[src/rtl/fft_bitrev_reorder.sv]
// Ping-pong reorder buffer: bit-reversed FFT output stream in, natural bin order out.
// Latency: last sample of a frame accepted at edge E -> bin 0 registered at edge E+1.
// No backpressure: input taken whenever in_valid; each frame leaves as N contiguous valid cycles.
module fft_bitrev_reorder #(
  parameter int N     = 32,
  parameter int LOG2N = 5,
  parameter int DW    = 16
) (
  input  logic             clk,
  input  logic             rst,
  input  logic             in_valid,
  input  logic [DW-1:0]    in_r,
  input  logic [DW-1:0]    in_i,
  output logic             out_valid,
  output logic [DW-1:0]    out_r,
  output logic [DW-1:0]    out_i,
  output logic [LOG2N-1:0] out_idx,
  output logic             out_last
);

  typedef enum logic {S_IDLE, S_READ} state_t;

  localparam logic [LOG2N-1:0] LAST_IDX = LOG2N'(N - 1);
  localparam logic [LOG2N-1:0] ONE      = LOG2N'(1);

  // Both banks live in one array; the top address bit selects the bank.
  logic [2*DW-1:0]  r_mem [2*N];

  logic [LOG2N-1:0] r_wcnt;
  logic             r_wsel;
  state_t           r_state;
  logic [LOG2N-1:0] r_rcnt;
  logic             r_rsel;

  logic             r_out_valid;
  logic [DW-1:0]    r_out_r;
  logic [DW-1:0]    r_out_i;
  logic [LOG2N-1:0] r_out_idx;
  logic             r_out_last;

  logic             w_launch;
  logic [LOG2N-1:0] w_waddr;
  logic [2*DW-1:0]  w_rdat;

  function automatic logic [LOG2N-1:0] bitrev(input logic [LOG2N-1:0] k);
    logic [LOG2N-1:0] rev;
    rev = '0;
    for (int b = 0; b < LOG2N; b++) begin
      rev[b] = k[LOG2N-1-b];
    end
    return rev;
  endfunction

  // Accepting the final sample of a frame hands the filled bank to the reader.
  assign w_launch = in_valid && (r_wcnt == LAST_IDX);
  assign w_waddr  = bitrev(r_wcnt);
  assign w_rdat   = r_mem[{r_rsel, r_rcnt}];

  // Scatter each arriving sample to its natural-order slot in the write bank.
  always_ff @(posedge clk) begin
    if (in_valid) begin
      r_mem[{r_wsel, w_waddr}] <= {in_r, in_i};
    end
  end

  // Write counter and bank select; the counter wraps naturally at N.
  always_ff @(posedge clk) begin
    if (rst) begin
      r_wcnt <= '0;
      r_wsel <= 1'b0;
    end else if (in_valid) begin
      r_wcnt <= r_wcnt + ONE;
      if (w_launch) begin
        r_wsel <= ~r_wsel;
      end
    end
  end

  // Reader FSM: streams a full bank in index order, chaining straight into the next bank when ready.
  always_ff @(posedge clk) begin
    if (rst) begin
      r_state     <= S_IDLE;
      r_rcnt      <= '0;
      r_rsel      <= 1'b0;
      r_out_valid <= 1'b0;
      r_out_r     <= '0;
      r_out_i     <= '0;
      r_out_idx   <= '0;
      r_out_last  <= 1'b0;
    end else begin
      case (r_state)
        S_IDLE: begin
          r_out_valid <= 1'b0;
          r_out_last  <= 1'b0;
          if (w_launch) begin
            r_state <= S_READ;
            r_rcnt  <= '0;
            r_rsel  <= r_wsel;
          end
        end
        S_READ: begin
          r_out_valid <= 1'b1;
          r_out_r     <= w_rdat[2*DW-1:DW];
          r_out_i     <= w_rdat[DW-1:0];
          r_out_idx   <= r_rcnt;
          r_out_last  <= (r_rcnt == LAST_IDX);
          r_rcnt      <= r_rcnt + ONE;
          if (r_rcnt == LAST_IDX) begin
            if (w_launch) begin
              r_rsel <= r_wsel;
            end else begin
              r_state <= S_IDLE;
            end
          end
        end
        default: begin
          r_state <= S_IDLE;
        end
      endcase
    end
  end

  assign out_valid = r_out_valid;
  assign out_r     = r_out_r;
  assign out_i     = r_out_i;
  assign out_idx   = r_out_idx;
  assign out_last  = r_out_last;

endmodule

[config.mk]
export PLATFORM = sky130hd
export DESIGN_NAME = fft_bitrev_reorder
export DESIGN_NICKNAME = d
export VERILOG_FILES = /design/src/rtl/fft_bitrev_reorder.sv
export SDC_FILE = /design/constraint.sdc
export NUM_CORES = 2
export LEC_CHECK = 0
export ABC_CLOCK_PERIOD_IN_PS = 4900
export CORE_ASPECT_RATIO = 0.8
export CORE_UTILIZATION = 30
export CTS_CLUSTER_SIZE = 40
export DETAILED_ROUTE_END_ITERATION = 10
export MAX_ROUTING_LAYER = met4
export PLACE_DENSITY = 0.51
export SLEW_MARGIN = 20
export SYNTH_ARGS = -nofsm -noshare
export SYNTH_HDL_FRONTEND = slang
export SYNTH_SLANG_ARGS = --single-unit
[constraint.sdc]
create_clock -name clk -period 4.9 [get_ports clk]
set_input_delay 0.735 -clock clk [delete_from_list [all_inputs] [get_ports clk]]
set_output_delay 0.735 -clock clk [all_outputs]
set_load 0.03 [all_outputs]
==> metrics <==
Hold Vio Cnt, Final=0; DRC=0; CP max stage delay=roughly 0.88 ns; Worst Hold Class=in2reg; fin crit period=around 3.8 ns; sequential area share after synthesis=0.782; Worst-Skew Late Latency=roughly 0.88 ns; core area=between 200000 and 300000 um^2; Total GRT Usage=0.176; GR Layer Usage met3=0.0350; dpl cell area=86100 um^2; die height=between 400 and 500 um; Yosys warning total=0; Yosys reg bits=between 2000 and 2500; worst reg-to-reg path cell count=6; Crit. Startpoint=r_rcnt[0]$_SDFFE_PP0P_; Peak Freq=266 MHz; Final nets=3940; Crit Path Max Fanout=86; reg2reg start=r_rcnt[0]$_SDFFE_PP0P_; leakage power=27.4 nW; largest net degree at the start of global routing=91; Initial Util=0.302; relative slew slack=0.212; Finish-stage setup viols=0; Syn Nets=3658; Finished Cell Area=between 90000 and 100000 um^2; Critical Path Slowest Stage Cell=nor4_1; Routability Congestion=0.825; Post-synth top flop=edfxtp_1; Final Cycle Share=0.767; peak supply drop=0.000320 V; Routed WL per cell=a little over 30 um; DRT antenna net count=0; clock transition at the registers of the reported paths=~0.060 ns; DR vias/cell=between 5 and 6; DIE WIDTH=a little under 600 um; total count of max-transition violations in the final report=0; CP Cell Sequence=buf_12 > mux2_2 > a221oi_1 > a221oi_1 > nor4_1 > o21ai_1; Netlist cell types=60; clk buf depth=4; initial antenna violation count=15; Worst EP required=approximately 5.6 ns; Global Route met2 Usage=0.262; met1 Usage GRT=0.252; Cell Pwr Density=386 nW/um^2; Post-Syn Area=between 70000 and 80000 um^2; 1st-iter DRT viols=about 4700; crit-path most repeated cell=a221oi_1; Post-Route WL=around 230 mm; # resized after CTS=0; crit path to=out_i[3]$_SDFFE_PP0P_; # rows=around 170; CTS Buf Count=around 210; Layout fillers=~24000; CTS tree=built; first-pass GRT wire length=roughly 320 mm; root buffer cell=clkbuf_16; RSZ-0062 raised after global routing=no; vias in the first global route=between 30000 and 40000; Vias=roughly 39000; CTS sink cnt=2100; DP Wirelength=approximately 140 mm; Syn Inst Count=3619; cts hold-fix bufs=0; kind of critical path=reg2reg; htree depth=4; Async S/R FF share, synth=0; WP data arrival=4.46 ns; DR pass1 iterations=7; end of the worst register-to-register path=out_i[3]$_SDFFE_PP0P_; Die ar.=between 200000 and 300000 um^2; Startpoint Class=register; share of layout cells above drive strength 1=0.275; Post-CTS Setup Inserts=0; R2R setup slack=1.14 ns; Worst Setup End Kind=register; Area Growth Syn to Fin=15.7%; outcome=finished clean; Mapped Avg Cell Area=around 22 um^2; final setup TNS=0 ns; Top Ports=between 70 and 80; Post-synth EDFFs=2048; port bufs=73; gr busiest metal=met2; Slew @ Worst Pin=around 1.2 ns; max cap viols=0; total grt overflow=0; skew final=just under 0.08 ns
worst max-delay path, delay by kind of cell (launching register included):
family	cells	cell delay [ns]
AOI/OAI and AO/OA	3	0.74
buffers and inverters	1	0.52
DFF	1	0.82
muxes	1	0.42
and+or+nand+nor	1	0.88
layout make-up:
type | instances | area, um^2 | share of cell area
inverter | 2 | 7.51 | 0.0000812
tap | 3505 | 4390 | 0.0474
antenna | 7 | 17.5 | 0.000189
clock inverter | 95 | 805 | 0.00870
multi-input combinational | 1312 | 16800 | 0.182
sequential | 2100 | 62600 | 0.676
timing repair buffer | 278 | 2330 | 0.0252
clock buffer | 282 | 5570 | 0.0602
routing by layer:
layer	up-vias	share of wire
met5	-	0
met4	0	0.015
met3	245	0.080
met2	1577	0.46
met1	21500	0.45
li1	15900	-
flip-flops by register name (all words and copies together), names as in the netlist:
register   cells
out_idx        5
r_wsel         1
r_wcnt         5
out_i         16
r_rcnt         5
out_last       1
out_r         16
r_rsel         1
r_state        1
r_mem       2048
out_valid      1
how the worst min path moves through the flow:
stage,start,end,slack (ns),depth (start not counted)
floorplan,r_wcnt[1]$_SDFFE_PP0P_,r_wcnt[1]$_SDFFE_PP0P_,0.57,3
global placement,out_idx[3]$_SDFFE_PP0P_,out_idx[3]$_SDFFE_PP0P_,0.56,2
detailed placement,out_idx[2]$_SDFFE_PP0P_,out_idx[2]$_SDFFE_PP0P_,0.55,2
CTS,in_r[12],r_mem[0][28]$_DFFE_PP_,0.15,1
global route,in_r[12],r_mem[0][28]$_DFFE_PP_,0.18,1
finish,in_r[12],r_mem[0][28]$_DFFE_PP_,0.22,1
power breakdown:
group	total, W	switching (W)	leakage (nW)	internal (W)
logic	0.000571	0.000481	5.49	0.0000897
clock network	0.0154	0.00682	3.12	0.00855
registers	0.0198	0.0000165	18.8	0.0197
cells in the mapped netlist (4+ instances only):
cell	number	area share
mux2i_1	84	0.011
nand2_1	112	0.0053
or3_1	6	0.00047
o21ai_0	4	0.00025
buf_2	54	0.0034
a221oi_1	22	0.0024
and2_1	5	0.00039
buf_6	23	0.0032
a21oi_1	75	0.0047
mux2_1	8	0.0011
o22ai_1	21	0.0016
a311oi_1	6	0.00066
buf_1	13	0.00061
a221oi_2	7	0.0013
nand4_1	26	0.0020
buf_4	19	0.0018
o211ai_1	7	0.00066
o22a_1	6	0.00066
a22oi_1	106	0.010
a211oi_1	9	0.00085
o221ai_1	17	0.0019
nand3_1	50	0.0031
o2111ai_1	5	0.00055
a2111oi_1	10	0.0013
nor2_1	126	0.0059
edfxtp_1	2048	0.77
ha_1	4	0.00063
mux4_2	479	0.13
nor3_1	12	0.00075
nor2b_1	11	0.00086
mux2_4	6	0.0011
xor2_1	4	0.00044
a32oi_1	10	0.0011
mux2_2	29	0.0041
clkbuf_1	94	0.0044
nand2b_1	12	0.00094
dfxtp_1	52	0.013
layout by cell type (no fill, tap or decap), types with 6 or more instances in the layout:
| master | n |
|---|---|
| a211oi_1 | 9 |
| dfxtp_1 | 48 |
| mux2_1 | 8 |
| nand3_1 | 50 |
| a221oi_1 | 22 |
| mux2i_1 | 84 |
| a21oi_1 | 75 |
| o211ai_1 | 7 |
| nor2b_1 | 7 |
| a2111oi_1 | 10 |
| mux2_4 | 6 |
| nand2b_1 | 12 |
| edfxtp_1 | 2048 |
| o22ai_1 | 21 |
| o221ai_1 | 17 |
| a221oi_2 | 7 |
| buf_12 | 18 |
| nor2_1 | 63 |
| a32oi_1 | 10 |
| clkbuf_1 | 64 |
| buf_4 | 189 |
| a22oi_1 | 106 |
| nor3_1 | 8 |
| clkdlybuf4s50_1 | 40 |
| clkinv_2 | 36 |
| clkbuf_16 | 207 |
| nand4_1 | 26 |
| mux2_2 | 29 |
| clkinv_1 | 37 |
| nand2_1 | 112 |
| mux4_2 | 479 |
| buf_2 | 31 |
| or3_1 | 6 |
| diode_2 | 7 |
| bufinv_16 | 11 |
| clkbuf_8 | 11 |
| o22a_1 | 6 |
| nor2_4 | 62 |
| a311oi_1 | 6 |
logic make-up (layout without fill, tap and decap cells):
| group | after synthesis | after routing | share of synthesized area |
|---|---|---|---|
| flops | 2100 | 2100 | 0.782 |
| mux | 606 | 606 | 0.152 |
| simple gates | 381 | 381 | 0.0218 |
| compound gates | 315 | 315 | 0.0288 |
| buf+inv | 207 | 657 | 0.0139 |
| xor+xnor | 6 | 6 | 0.000657 |
| fa+ha+maj | 4 | 4 | 0.000626 |
| other cells | 0 | 7 | 0 |
per-stage QoR:
step | hold slack [ns] | total power, W | setup WS, ns | instances | utilization
after floorplan | 0.572 | 0.0203 | 0.937 | 3619 | -
after global placement | 0.559 | 0.0207 | 0.964 | 7196 | 0.325
after detailed placement | 0.555 | 0.0207 | 0.987 | 7197 | 0.325
after CTS | 0.147 | 0.0360 | 1.12 | 7574 | 0.349
after global routing | 0.178 | 0.0367 | 0.927 | 7577 | 0.349
final | 0.216 | 0.0357 | 1.14 | 7581 | 0.349
Note: power is estimated with default switching activity, not from simulation.
